**config.mk**
```make
export PLATFORM = sky130hd
export DESIGN_NAME = serial_subtractor
export DESIGN_NICKNAME = d
export VERILOG_FILES = /design/src/rtl/sub_pkg.sv /design/src/rtl/serial_subtractor_fs1.sv /design/src/rtl/serial_subtractor.sv
export SDC_FILE = /design/constraint.sdc
export NUM_CORES = 1
export LEC_CHECK = 0
export CAP_MARGIN = 40
export CORE_MARGIN = 2
export CORE_UTILIZATION = 30
export CTS_BUF_LIST = sky130_fd_sc_hd__clkbuf_8
export DETAILED_ROUTE_END_ITERATION = 16
export GPL_ROUTABILITY_DRIVEN = 0
export GPL_TIMING_DRIVEN = 0
export PLACE_DENSITY_LB_ADDON = 0.1
export SLEW_MARGIN = 30
export SYNTH_ARGS = -nofsm -noshare
export SYNTH_HDL_FRONTEND = slang
export SYNTH_SLANG_ARGS = --single-unit
export TNS_END_PERCENT = 20
```
**constraint.sdc**
```tcl
create_clock -name clk -period 1.55 [get_ports clk]
set_clock_uncertainty 0.1 [all_clocks]
set_input_delay 0.465 -clock clk [delete_from_list [all_inputs] [get_ports clk]]
set_output_delay 0.465 -clock clk [all_outputs]
set_load 0.02 [all_outputs]
```
**src/rtl/sub_pkg.sv**
```systemverilog
// Shared definitions for the bit-serial subtractor: state encoding and default width.
package sub_pkg;

    typedef enum logic [1:0] {
        IDLE = 2'd0,
        RUN  = 2'd1,
        DONE = 2'd2
    } sub_state_e;

    localparam int DEFAULT_WIDTH = 4;

endpackage

```
**src/rtl/serial_subtractor_fs1.sv**
```systemverilog
// One-bit full subtractor cell: d = a - b - bi, bo is the borrow out.
module full_subtractor_1bit (
    input  logic a,
    input  logic b,
    input  logic bi,
    output logic d,
    output logic bo
);

    assign d  = a ^ b ^ bi;
    assign bo = (~a & b) | (~(a ^ b) & bi);

endmodule

```
**src/rtl/serial_subtractor.sv**
```systemverilog
// Bit-serial WIDTH-bit subtractor {Bout, Diff} = A - B - Bin, one bit per clock, LSB first.
//   state | meaning
//   IDLE  | waiting for start
//   RUN   | one operand bit pair processed per cycle
//   DONE  | result presented, done pulse high
module serial_subtractor
    import sub_pkg::*;
#(
    parameter int WIDTH = DEFAULT_WIDTH
) (
    input  logic             clk,
    input  logic             rst,
    input  logic             start,
    input  logic [WIDTH-1:0] A,
    input  logic [WIDTH-1:0] B,
    input  logic             Bin,
    output logic             busy,
    output logic             done,
    output logic [WIDTH-1:0] Diff,
    output logic             Bout
);

    localparam int CW = $clog2(WIDTH);
    localparam logic [CW-1:0] LAST = CW'(WIDTH - 1);

    sub_state_e       state_q, state_d;
    logic [WIDTH-1:0] a_sh_q, a_sh_d;
    logic [WIDTH-1:0] b_sh_q, b_sh_d;
    logic [WIDTH-1:0] res_q, res_d;
    logic [WIDTH-1:0] diff_q, diff_d;
    logic             borrow_q, borrow_d;
    logic             bout_q, bout_d;
    logic [CW-1:0]    cnt_q, cnt_d;

    logic cell_d, cell_bo;

    full_subtractor_1bit u_cell (
        .a  (a_sh_q[0]),
        .b  (b_sh_q[0]),
        .bi (borrow_q),
        .d  (cell_d),
        .bo (cell_bo)
    );

    always_comb begin
        state_d  = state_q;
        a_sh_d   = a_sh_q;
        b_sh_d   = b_sh_q;
        res_d    = res_q;
        diff_d   = diff_q;
        borrow_d = borrow_q;
        bout_d   = bout_q;
        cnt_d    = cnt_q;

        case (state_q)
            IDLE, DONE: begin
                state_d = IDLE;
                if (start) begin
                    a_sh_d   = A;
                    b_sh_d   = B;
                    borrow_d = Bin;
                    res_d    = '0;
                    cnt_d    = '0;
                    state_d  = RUN;
                end
            end
            RUN: begin
                a_sh_d   = a_sh_q >> 1;
                b_sh_d   = b_sh_q >> 1;
                res_d    = {cell_d, res_q[WIDTH-1:1]};
                borrow_d = cell_bo;
                if (cnt_q == LAST) begin
                    // Publish on the final bit so Diff/Bout are valid together with done.
                    diff_d  = {cell_d, res_q[WIDTH-1:1]};
                    bout_d  = cell_bo;
                    state_d = DONE;
                end else begin
                    cnt_d = cnt_q + 1'b1;
                end
            end
            default: state_d = IDLE;
        endcase
    end

    always_ff @(posedge clk or posedge rst) begin
        if (rst) begin
            state_q  <= IDLE;
            a_sh_q   <= '0;
            b_sh_q   <= '0;
            res_q    <= '0;
            diff_q   <= '0;
            borrow_q <= 1'b0;
            bout_q   <= 1'b0;
            cnt_q    <= '0;
        end else begin
            state_q  <= state_d;
            a_sh_q   <= a_sh_d;
            b_sh_q   <= b_sh_d;
            res_q    <= res_d;
            diff_q   <= diff_d;
            borrow_q <= borrow_d;
            bout_q   <= bout_d;
            cnt_q    <= cnt_d;
        end
    end

    assign busy = (state_q == RUN);
    assign done = (state_q == DONE);
    assign Diff = diff_q;
    assign Bout = bout_q;

endmodule
```
-- Word-level counts from Yosys, hierarchy flattened
Index checks and enable logic that the tools add are counted.
- register bits after elaboration: 22
- bits of input ports: 12
- $add $sub $neg: 1
- equality and inequality tests: 6
- multiplexer cells: 14
- bitwise logic cells: 7
- reduce and logical (&&, ||, !) cells: 6
- operators with widths (operator ; count):
    4-bit case mux with 2 select lines ; 3
    4-bit two-way mux ; 3
    2-bit case mux with 2 select lines ; 2
    2-bit two-way mux ; 3
    2-bit equality test (second input constant) ; 2
    2-bit inequality test (second input constant) ; 2
    2-bit AND reduction ; 2
    3-bit AND reduction ; 1
    2-bit by 1-bit adder with 2-bit output (second input constant) ; 1
    1-bit bitwise AND ; 2
    2-bit by 1-bit equality test with 1-bit output (second input constant) ; 1
    2-bit zero test ; 1
    1-bit two-way mux ; 2
    2-bit by 1-bit inequality test with 1-bit output (second input constant) ; 1
    1-bit NOT ; 2
    1-bit case mux with 2 select lines ; 1
    2-bit nonzero test ; 1
    2-bit OR reduction ; 1
    1-bit XOR ; 2
    1-bit bitwise OR ; 1

-- Depth between registers and ports, before layout
Gate-level depths: netlist of run 1.
- word-level depth: 5
- mapped depth: 4
- gate-level depth less buffers: 4

-- Modules after synthesis
From an unflattened synthesis of run 1, not the netlist that was laid out.
- cell total of the unflattened synthesis: 88
- area, all modules: 1111.1 um^2
- modules (own cells, without submodules) (module ; instances ; cells each ; area each (um^2) ; sequential area each (um^2)):
    serial_subtractor ; 1 ; 84 ; 1079.8 ; 525.5
    full_subtractor_1bit ; 1 ; 4 ; 31.3 ; 0.0

-- Worst setup path before layout of run 1
No wires, ideal clock.
- path type: register -> output
- start: reg state_q[0]
- end: out done
- arrival: 818 ps
- path slack: 167 ps
- stages on the path, launching flop included: 3
- buffers on the path: 1
- cell sequence: dfrtp_1 buf_6 nor2b_1
- word-level cells in the longest chain between the ends: 1
- RTL lines (item ; RTL line ; text):
    from (decl) ; serial_subtractor.sv:26 ; sub_state_e state_q, state_d;
    from (signal assigned) ; serial_subtractor.sv:96 ; state_q <= state_d;
    2-bit equality test ; serial_subtractor.sv:108 ; assign done = (state_q == DONE);
    to (decl) ; serial_subtractor.sv:18 ; output logic done,
Every way passes these cells.

-- Worst setup path after layout of run 1
- start: reg state_q[1]
- end: out busy
- word-level cells in the longest chain between the ends: 1
- RTL lines (item ; RTL line ; text):
    2-bit by 1-bit equality test with 1-bit output ; serial_subtractor.sv:107 ; assign busy = (state_q == RUN);
    to (decl) ; serial_subtractor.sv:17 ; output logic busy,
Every way passes these cells.

==> impl_results.md, run 1 <==
- Clock network latency to the later pin of the worst-skew pair: about 260 ps
- Sink count of the clock tree: 21
- Class of the tightest hold or removal check: reg -> reg
- H-Tree Level Count: 1
- HPWL Detailed: 1.457 mm
- Count of cells along the worst hold path: 1
- I/O pin cnt: 19
- Worst reg2reg path startpoint: b_sh_q[0]
- Startpoint of the worst hold path: a_sh_q[2]
- Worst hold slack: 393.7 ps
- Y dimension of the die: between 60 and 70 µm
- Share of Yosys cell area claimed by the top area cell type: around 52%
- Filler Cells Inserted: roughly 330
- Slew at the pin closest to its max-slew limit: between 400 and 500 ps
- Sort of element at the start of the critical path: flop
- Synth Area in XOR/XNOR: less than 1%
- Port Buffer Count: 18
- Time the final worst path needs with I/O delays and setup: 1635 ps
- Count of flip-flops with a built-in enable after synthesis: 0
- Worst endpoint required time: 980 ps
- Register clock-pin slew on the reported worst setup and hold paths: approximately 80 ps
- Cts hold-fix bufs: 0
- FFs w/ async S/R, synth: 100.0%
- Synthesized-area fraction occupied by and/or/nand/nor cells: roughly 11%
- Maximum VDD drop: about 0.63 mV
- Pin count of the biggest net entering global routing: 13
- Effective utilization at floorplan: 30.59%
- Flops & latches, synth: 21
- Total wire length after detailed routing: 1.975 mm
- Remaining Overflow, GRT: 0
- Multiplexer fraction of the synthesized cell area: 10.96%
- Setup slack on the worst flop-to-flop path: 100 ps
- Width of the die: 61.87 µm
- GRT Util Overall: 11.47%
- Root buffer cell: sky130_fd_sc_hd__clkbuf_8
- Static Leakage: 0.6470 nW
- DR DRC count: 0
- Max frequency: slightly above 0.6 GHz
- End point of the worst hold path: a_sh_q[2]
- Mapped Area: ~1000 µm²
- Site row count: 21
- Number of pins exceeding their max-slew limit in the final report: 0
- Remaining antenna violation count after routing: 0
- Worst-case clock buffer depth: 2
- Tightest slew margin relative to the limit: 70.27%
- Endpoints failing setup: 2
- Dominant cell type by area after synthesis: sky130_fd_sc_hd__dfrtp_1
- Via total after detailed routing: 710
- Tcrit/Tclk final: 105.5%
- Worst R2R End: Diff[3]
- Die area: 3828 µm²
- Area fraction in compound gates after synthesis: 16.56%
- Cts bufs inserted: 3
- Area added between synthesis and finish: 35.12%
- Number of warning messages in the yosys log: 0
- Via count of the first global-routing pass: 687
- Kind of critical path: reg -> out
- Top cells by area in the synthesized netlist: sky130_fd_sc_hd__dfrtp_1 52%, sky130_fd_sc_hd__mux2_4 6.0%, sky130_fd_sc_hd__a22o_1 5.2%
- Fin nets: 124
- Number of distinct library cells after synthesis: 25
- Placement-stage worst setup slack: -437.6 ps
- Nature of the critical path endpoint: output port
- Most used DFF post-synth: sky130_fd_sc_hd__dfrtp_1
- RSZ-0062 raised after global routing: true
- Max capacitance violation total: 0
- Net count after synthesis: 94
- Post-Route Utilization: 41.33%
- Worst Reg-to-Reg Cells: 3
- CP max FO: 5
- Routed wire length per instance: 12.74 µm
- Wire length of the first global-routing pass: 3.243 mm
- Power per unit of standard cell area: about 1900 nW/µm²
- Outcome: complete, but fails checks
- Largest family of logic cells by synthesized area: compound AO/OA/AOI/OAI gates
- Endpoints failing hold: 0
- Post-synthesis instance total: 80
- CP Data Arrival Time: 1070 ps
- Initial antenna violation count: 0
- Via/cell ratio: approximately 4.6
- Failing checks: negative setup slack
- Antenna diodes: 0
- Adder and majority cell fraction of the synthesized area: approximately 3.2%
- Worst setup slack after layout: -85.49 ps
- Per-instance average area after synthesis: 12.56 µm²
- Sequential fraction of the synthesis area: 52.30%
- Proportion of layout cells with a drive suffix above 1: 24.77%
- Core box area: about 3300 µm²
- TritonCTS clock tree: yes
- Total iterations of the first detailed-routing run: 4
- Starting DRC count in detailed routing: 10
## worst max-delay path: stages, from the launching register on
cell and delay, ps:
sky130_fd_sc_hd__dfrtp_1 380, sky130_fd_sc_hd__buf_6 130, sky130_fd_sc_hd__nor2b_4 160, sky130_fd_sc_hd__buf_6 140
## power by group
group          internal [mW]  switching, mW
logic                  0.693          0.595
clock network          0.179          0.176
registers              0.798          0.156
total                   1.67          0.927
## worst max path at each step
stage                     from  endpoint  cells after the start
floorplan           state_q[0]      done                      2
global placement    state_q[1]      busy                      3
detailed placement  state_q[1]      busy                      3
CTS                 state_q[1]      busy                      3
global route        state_q[1]      busy                      3
finish              state_q[1]      busy                      3
## layer usage
metal	part of all wire (%)	global-route usage, %	vias up
li1	-	-	342
met2	48	18.20	14
met3	3.4	2.484	2
met1	48	16.04	352
met5	0	0	-
met4	0.51	2.736	0
## area by class of cell
type,instances,area [µm²],area share [%]
Buffer,4,38.79,2.857
Clock buffer,3,41.29,3.041
Clock inverter,1,5.005,0.3687
Inverter,5,18.77,1.382
Multi-Input combinational cell,50,432.9,31.89
Sequential cell,21,525.5,38.71
Tap cell,46,57.56,4.240
Timing Repair Buffer,25,237.7,17.51
## placed cells by master (no fill, tap or decap), drive strengths merged, types with 2 or more instances in the layout
master / n
dfrtp: 21
buf: 13
clkdlybuf4s50: 11
nor2b: 9
a22o: 6
inv: 5
mux2i: 5
a211oi: 5
a21oi: 5
mux2: 4
clkdlybuf4s15: 4
a21o: 3
clkbuf: 3
o21ai: 3
nand2: 2
## cells in the mapped netlist (all sizes together) (2+ instances only)
library cell	n
a211oi	5
a21o	3
a21oi	5
a22o	6
buf	4
dfrtp	21
inv	5
mux2	4
mux2i	5
nand2	2
nor2b	9
o21ai	3
## timing repair
item,in CTS,in global routing
setup endpoints to repair,9,9
resized for setup,18,5
pin swaps,0,0
buffers inserted,0,6
## stage by stage
step,area [µm²],power [mW],instances,TNS (ps)
2_1_floorplan,1005,1.811,80,0
3_3_place_gp,1242,2.164,144,-5268
3_5_place_dp,1257,2.192,145,-3075
4_1_cts,1304,2.536,149,-274.3
5_1_grt,1358,2.785,155,-201.9
6_report,1358,2.597,155,-140.3
## flip-flops by register name, summed over array words and instances, names as in the netlist
register / count
state_q: 2
Diff: 4
cnt_q: 2
res_q: 3
a_sh_q: 4
borrow_q: 1
Bout: 1
b_sh_q: 4
## cell families after synthesis
family / after synthesis
AO/OA/AOI/OAI: 23
flip-flops: 21
AND/OR/NAND/NOR: 15
buffers and inverters: 9
multiplexers: 9
adder cells (fa/ha/maj): 2
XOR/XNOR: 1
Note: power is estimated with default switching activity, not from simulation.
==> run 2: changes to the inputs <==
--- a/config.mk
+++ b/config.mk
@@ -7,7 +7,7 @@
 export LEC_CHECK = 0
 export CAP_MARGIN = 40
 export CORE_MARGIN = 2
-export CORE_UTILIZATION = 30
+export CORE_UTILIZATION = 53
 export CTS_BUF_LIST = sky130_fd_sc_hd__clkbuf_8
 export DETAILED_ROUTE_END_ITERATION = 16
 export GPL_ROUTABILITY_DRIVEN = 0
@@ -17,4 +17,3 @@
 export SYNTH_ARGS = -nofsm -noshare
 export SYNTH_HDL_FRONTEND = slang
 export SYNTH_SLANG_ARGS = --single-unit
-export TNS_END_PERCENT = 20
==> run 2 against run 1 <==
- the flow still finishes with violations (negative setup slack)
- maximum frequency grew 2.8%
- via count is 2.3% lower
- cell area is 0.92% lower
- utilization rose by 35 points
- clock power hardly changed
- combinational power increased by 3%
- first-iteration DRC count is 20% lower
- die area is 41% lower
- critical path depth decreased by 1
- setup slack improved by 45 ps
- highest routed layer unchanged
==> impl_results.md, run 2 (same netlist as run 1, synthesis figures left out) <==
- Nature of the critical path endpoint: output port
- Total wire length after detailed routing: 1.867 mm
- Worst R2R End: borrow_q
- Maximum cell stage delay along the critical path: 450 ps
- Kind of critical path: reg -> out
- Setup slack on the worst flop-to-flop path: 100 ps
- Time the final worst path needs with I/O delays and setup: ~1600 ps
- Total iterations of the first detailed-routing run: 4
- Slew at the pin closest to its max-slew limit: slightly above 300 ps
- Worst setup slack after layout: -40.78 ps
- Class of the tightest hold or removal check: in -> async
- Cts bufs inserted: 3
- Placement-stage worst setup slack: -419.6 ps
- CP max FO: 4
- Cell family with most CP delay: flip-flops
- Power per unit of standard cell area: just under 2000 nW/µm²
- Via count of the first global-routing pass: 637
- Endpoints failing hold: 0
- Initial antenna violation count: 0
- Fin nets: 124
- Remaining Overflow, GRT: 0
- Area added between synthesis and finish: 33.87%
- Outcome: complete, but fails checks
- Endpoints failing setup: 2
- Worst reg2reg path startpoint: state_q[0]
- Worst endpoint required time: 980 ps
- Worst Reg-to-Reg Cells: 5
- I/O pin cnt: 19
- Cts hold-fix bufs: 0
- H-Tree Level Count: 1
- Number of pins exceeding their max-slew limit in the final report: 0
- DR DRC count: 0
- CP Cell Sequence: nor2b_4, buf_6
- Clock network latency to the later pin of the worst-skew pair: 260 ps
- Count of buffering cells on the critical path with inverters included: 1
- Sink count of the clock tree: 21
- Starting DRC count in detailed routing: 8
- Antenna diodes: 0
- Site row count: 15
- Fin cells: 134
- Tightest slew margin relative to the limit: approximately 79%
- Static Leakage: 0.6588 nW
- Effective utilization at floorplan: 56.95%
- Proportion of layout cells with a drive suffix above 1: 27.52%
- Wire length of the first global-routing pass: between 2 and 3 mm
- Worst hold slack: 295.4 ps
- Via/cell ratio: 5.179
- Maximum VDD drop: roughly 1.1 mV
- Via total after detailed routing: roughly 700
- CP Data Arrival Time: 1030 ps
- Die area: 2260 µm²
- Root buffer cell: sky130_fd_sc_hd__clkbuf_8
- HPWL Detailed: 1.191 mm
- Routed wire length per instance: approximately 14 µm
- Failing checks: negative setup slack
- Slowest stage cell, crit path: sky130_fd_sc_hd__dfrtp_2
- GRT Util Overall: 19.62%
- Port Buffer Count: 18
- Tcrit/Tclk final: 102.6%
- Commonest non-fill, non-tap cell in the layout: sky130_fd_sc_hd__dfrtp_1
- Remaining antenna violation count after routing: 0
- Core box area: 1764 µm²
- Register clock-pin slew on the reported worst setup and hold paths: 80 ps
- Max frequency: 0.6286 GHz
- Max capacitance violation total: 0
- Sort of element at the start of the critical path: flop
- RSZ-0062 raised after global routing: true
- Width of the die: 47.54 µm
- Number of cells in the design after placement: roughly 120
- Filler Cells Inserted: 137
- Y dimension of the die: about 48 µm
- TritonCTS clock tree: yes
- Most frequent cells in the layout: 20 x sky130_fd_sc_hd__dfrtp_1, 10 x sky130_fd_sc_hd__clkdlybuf4s50_1, 7 x sky130_fd_sc_hd__buf_4, 6 x sky130_fd_sc_hd__nor2b_1, 6 x sky130_fd_sc_hd__a22o_1
- Worst-case clock buffer depth: 2
- Pin count of the biggest net entering global routing: 22
==> run 2: worst max path at each step <==
stage,from,end,slack [ps],depth (start not counted)
after global placement,state_q[1],busy,-420,3
after global routing,state_q[1],busy,-80,2
final,state_q[1],busy,-40,2
after detailed placement,state_q[1],busy,-420,3
after floorplan,state_q[0],done,170,2
after CTS,state_q[1],busy,-110,3
==> run 2: per-stage QoR <==
stage | instance area, µm² | utilization, % | TNS (ps) | total power [mW]
CTS | 1285 | 72.84 | -167.3 | 2.545
detailed placement | 1216 | 68.94 | -3309 | 2.159
global placement | 1216 | 68.94 | -3376 | 2.120
finish | 1345 | 76.24 | -49.73 | 2.645
global route | 1345 | 76.24 | -136.6 | 2.836
floorplan | 1005 | - | 0 | 1.811
==> run 2: cell type report <==
cell class              instances  area (µm²)  share of cell area (%)
inverters                       5       18.77                   1.395
repair buffers                 26       249.0                   18.51
clock buffers                   3       41.29                   3.070
clock inverters                 1       5.005                  0.3721
flip-flops and latches         21       526.8                   39.16
multi-input cells              50       445.4                   33.12
well taps                      25       31.28                   2.326
plain buffers                   3       27.53                   2.047
==> run 2: layer usage <==
metal	GRT usage (%)	vias up	wire length [µm]
met2	28.11	16	889
met4	9.730	0	42
li1	-	341	-
met3	4.528	5	66
met1	28.12	332	868
met5	0	-	0
==> run 2: repair_timing <==
action	CTS	global route
setup endpoints to repair	8	6
setup buffers	3	4
gates resized for setup	18	9
==> run 2: power breakdown <==
| group | leakage [nW] | internal, mW | switching, mW |
|---|---|---|---|
| Clock | 0.0255 | 0.179 | 0.176 |
| Combinational | 0.371 | 0.711 | 0.615 |
| Sequential | 0.262 | 0.800 | 0.165 |
| Total | 0.659 | 1.69 | 0.955 |
==> run 3: changes to the inputs <==
--- a/config.mk
+++ b/config.mk
@@ -7,7 +7,7 @@
 export LEC_CHECK = 0
 export CAP_MARGIN = 40
 export CORE_MARGIN = 2
-export CORE_UTILIZATION = 53
+export CORE_UTILIZATION = 48
 export CTS_BUF_LIST = sky130_fd_sc_hd__clkbuf_8
 export DETAILED_ROUTE_END_ITERATION = 16
 export GPL_ROUTABILITY_DRIVEN = 0
@@ -17,3 +17,4 @@
 export SYNTH_ARGS = -nofsm -noshare
 export SYNTH_HDL_FRONTEND = slang
 export SYNTH_SLANG_ARGS = --single-unit
+export TNS_END_PERCENT = 100
==> run 3 against run 2 <==
- the flow still finishes with violations (negative setup slack)
- final cell count down 1.5%
- hold slack better by 88 ps
- register-to-register slack better by 20 ps
==> impl_results.md, run 3 (same netlist as run 1, synthesis figures left out) <==
- Pin count of the biggest net entering global routing: 22
- Routed wire length per instance: 14.39 µm
- Cts bufs inserted: 3
- Tcrit/Tclk final: 102.0%
- TritonCTS clock tree: yes
- Proportion of layout cells with a drive suffix above 1: 23.81%
- Maximum VDD drop: 1.007 mV
- Wire length of the first global-routing pass: 3.415 mm
- Slowest stage cell, crit path: sky130_fd_sc_hd__dfrtp_2
- Area of placed instances: 1219 µm²
- RSZ-0062 raised after global routing: true
- Time the final worst path needs with I/O delays and setup: 1581 ps
- Via total after detailed routing: 689
- Endpoints failing setup: 2
- CP Cell Sequence: nor2b_4, buf_6
- Width of the die: between 40 and 50 µm
- Class of the tightest hold or removal check: reg -> reg
- Cts hold-fix bufs: 0
- Core box area: 1962 µm²
- Static Leakage: 0.6332 nW
- I/O pin cnt: 19
- Worst endpoint required time: 980 ps
- Slew at the pin closest to its max-slew limit: 407.7 ps
- Max capacitance violation total: 0
- Kind of critical path: reg -> out
- Sort of element at the start of the critical path: flop
- GRT Util Overall: 18.45%
- Clock network latency to the later pin of the worst-skew pair: 260 ps
- Via count of the first global-routing pass: between 700 and 800
- Commonest non-fill, non-tap cell in the layout: sky130_fd_sc_hd__dfrtp_1
- HPWL Detailed: 1.341 mm
- Site row count: 16
- Fin nets: 120
- Cell family with most CP delay: flip-flops
- Register clock-pin slew on the reported worst setup and hold paths: 80 ps
- Root buffer cell: sky130_fd_sc_hd__clkbuf_8
- Maximum cell stage delay along the critical path: 450 ps
- Initial antenna violation count: 0
- Nature of the critical path endpoint: output port
- Outcome: complete, but fails checks
- Via/cell ratio: about 5.2
- Endpoints failing hold: 0
- Sink count of the clock tree: 21
- Number of pins exceeding their max-slew limit in the final report: 0
- Worst-case clock buffer depth: 2
- Area of all placed cells without fillers: 1310 µm²
- H-Tree Level Count: 1
- Effective utilization at floorplan: between 50 and 60%
- Max frequency: roughly 0.63 GHz
- Power per unit of standard cell area: around 2000 nW/µm²
- Total wire length after detailed routing: 1.899 mm
- Area added between synthesis and finish: 30.39%
- Count of buffering cells on the critical path with inverters included: 1
- Total iterations of the first detailed-routing run: 4
- DR DRC count: 0
- Remaining Overflow, GRT: 0
- Die area: 2475 µm²
- Placement-stage worst setup slack: -406.6 ps
- Antenna diodes: 0
- Y dimension of the die: 49.75 µm
- Remaining antenna violation count after routing: 0
- Most frequent cells in the layout: 20 x sky130_fd_sc_hd__dfrtp_1, 10 x sky130_fd_sc_hd__clkdlybuf4s50_1, 6 x sky130_fd_sc_hd__nor2b_1, 6 x sky130_fd_sc_hd__a22o_1
- Worst setup slack after layout: -31.05 ps
- Tightest slew margin relative to the limit: slightly above 70%
- Failing checks: negative setup slack
- Post-Route Setup TNS: -41.56 ps
- Port Buffer Count: 18
- CP max FO: 4
- Starting DRC count in detailed routing: 10
- CP Data Arrival Time: 1020 ps
[run 3: changes by cell type in the layout (fill, tap and decap cells not counted), sizes merged]
cell / delta
buf: -4
clkdlybuf4s15: +1
dlygate4sd2: -1
[run 3: tightest hold or removal path, stage by stage, from the launching register on]
cell and delay (ps):
sky130_fd_sc_hd__dfrtp_1 340, sky130_fd_sc_hd__nand2_1 40, sky130_fd_sc_hd__o21ai_0 60
[run 3: worst paths after layout]
| kind | start | end | slack [ps] | cells after the start |
|---|---|---|---|---|
| worst min register to register | Bout | Bout | 380 | 2 |
| worst min-delay path | Bout | Bout | 380 | 2 |
| max in group asynchronous | rst | state_q[1] | 510 | 3 |
| worst max register to register | b_sh_q[0] | Diff[3] | 120 | 3 |
| worst max-delay path | state_q[1] | busy | -30 | 2 |
| min in group asynchronous | rst | cnt_q[1] | 400 | 2 |
[run 3: final cells by class]
| cell class | count | area [µm²] |
|---|---|---|
| flip-flops and latches | 21 | 526.8 |
| plain buffers | 3 | 27.53 |
| fillers | 169 | 651.9 |
| clock buffers | 3 | 41.29 |
| inverters | 5 | 18.77 |
| multi-input cells | 50 | 440.4 |
| clock inverters | 1 | 5.005 |
| repair buffers | 22 | 216.5 |
| well taps | 27 | 33.78 |
[run 3: routing by layer]
metal,up-vias,global-route usage [%],wire length [µm]
li1,335,-,-
met1,339,24.75,866
met2,11,30.22,961
met3,4,2.727,47
met4,0,6.944,23
met5,-,0,0
[run 3: timing repair]
item	in CTS	in global routing
pin swaps	0	0
buffers inserted	2	1
endpoints found under the setup margin	8	6
gates resized for setup	18	9
[run 3: report_power, final]
part | switching (mW) | total, mW | internal [mW]
logic | 0.586 | 1.24 | 0.649
registers | 0.168 | 0.967 | 0.800
clock network | 0.176 | 0.355 | 0.179
total | 0.930 | 2.56 | 1.63
[run 3: through the flow]
stage / power [mW] / cells / hold WS [ps] / util, %
6_report: 2.558 / 132 / 383.5 / 66.77
5_1_grt: 2.772 / 132 / 426.9 / 66.77
4_1_cts: 2.547 / 131 / 386.1 / 65.24
3_5_place_dp: 2.182 / 125 / 372.9 / 62.12
3_3_place_gp: 2.134 / 125 / 363.2 / 62.12
2_1_floorplan: 1.811 / 80 / 341.5 / -
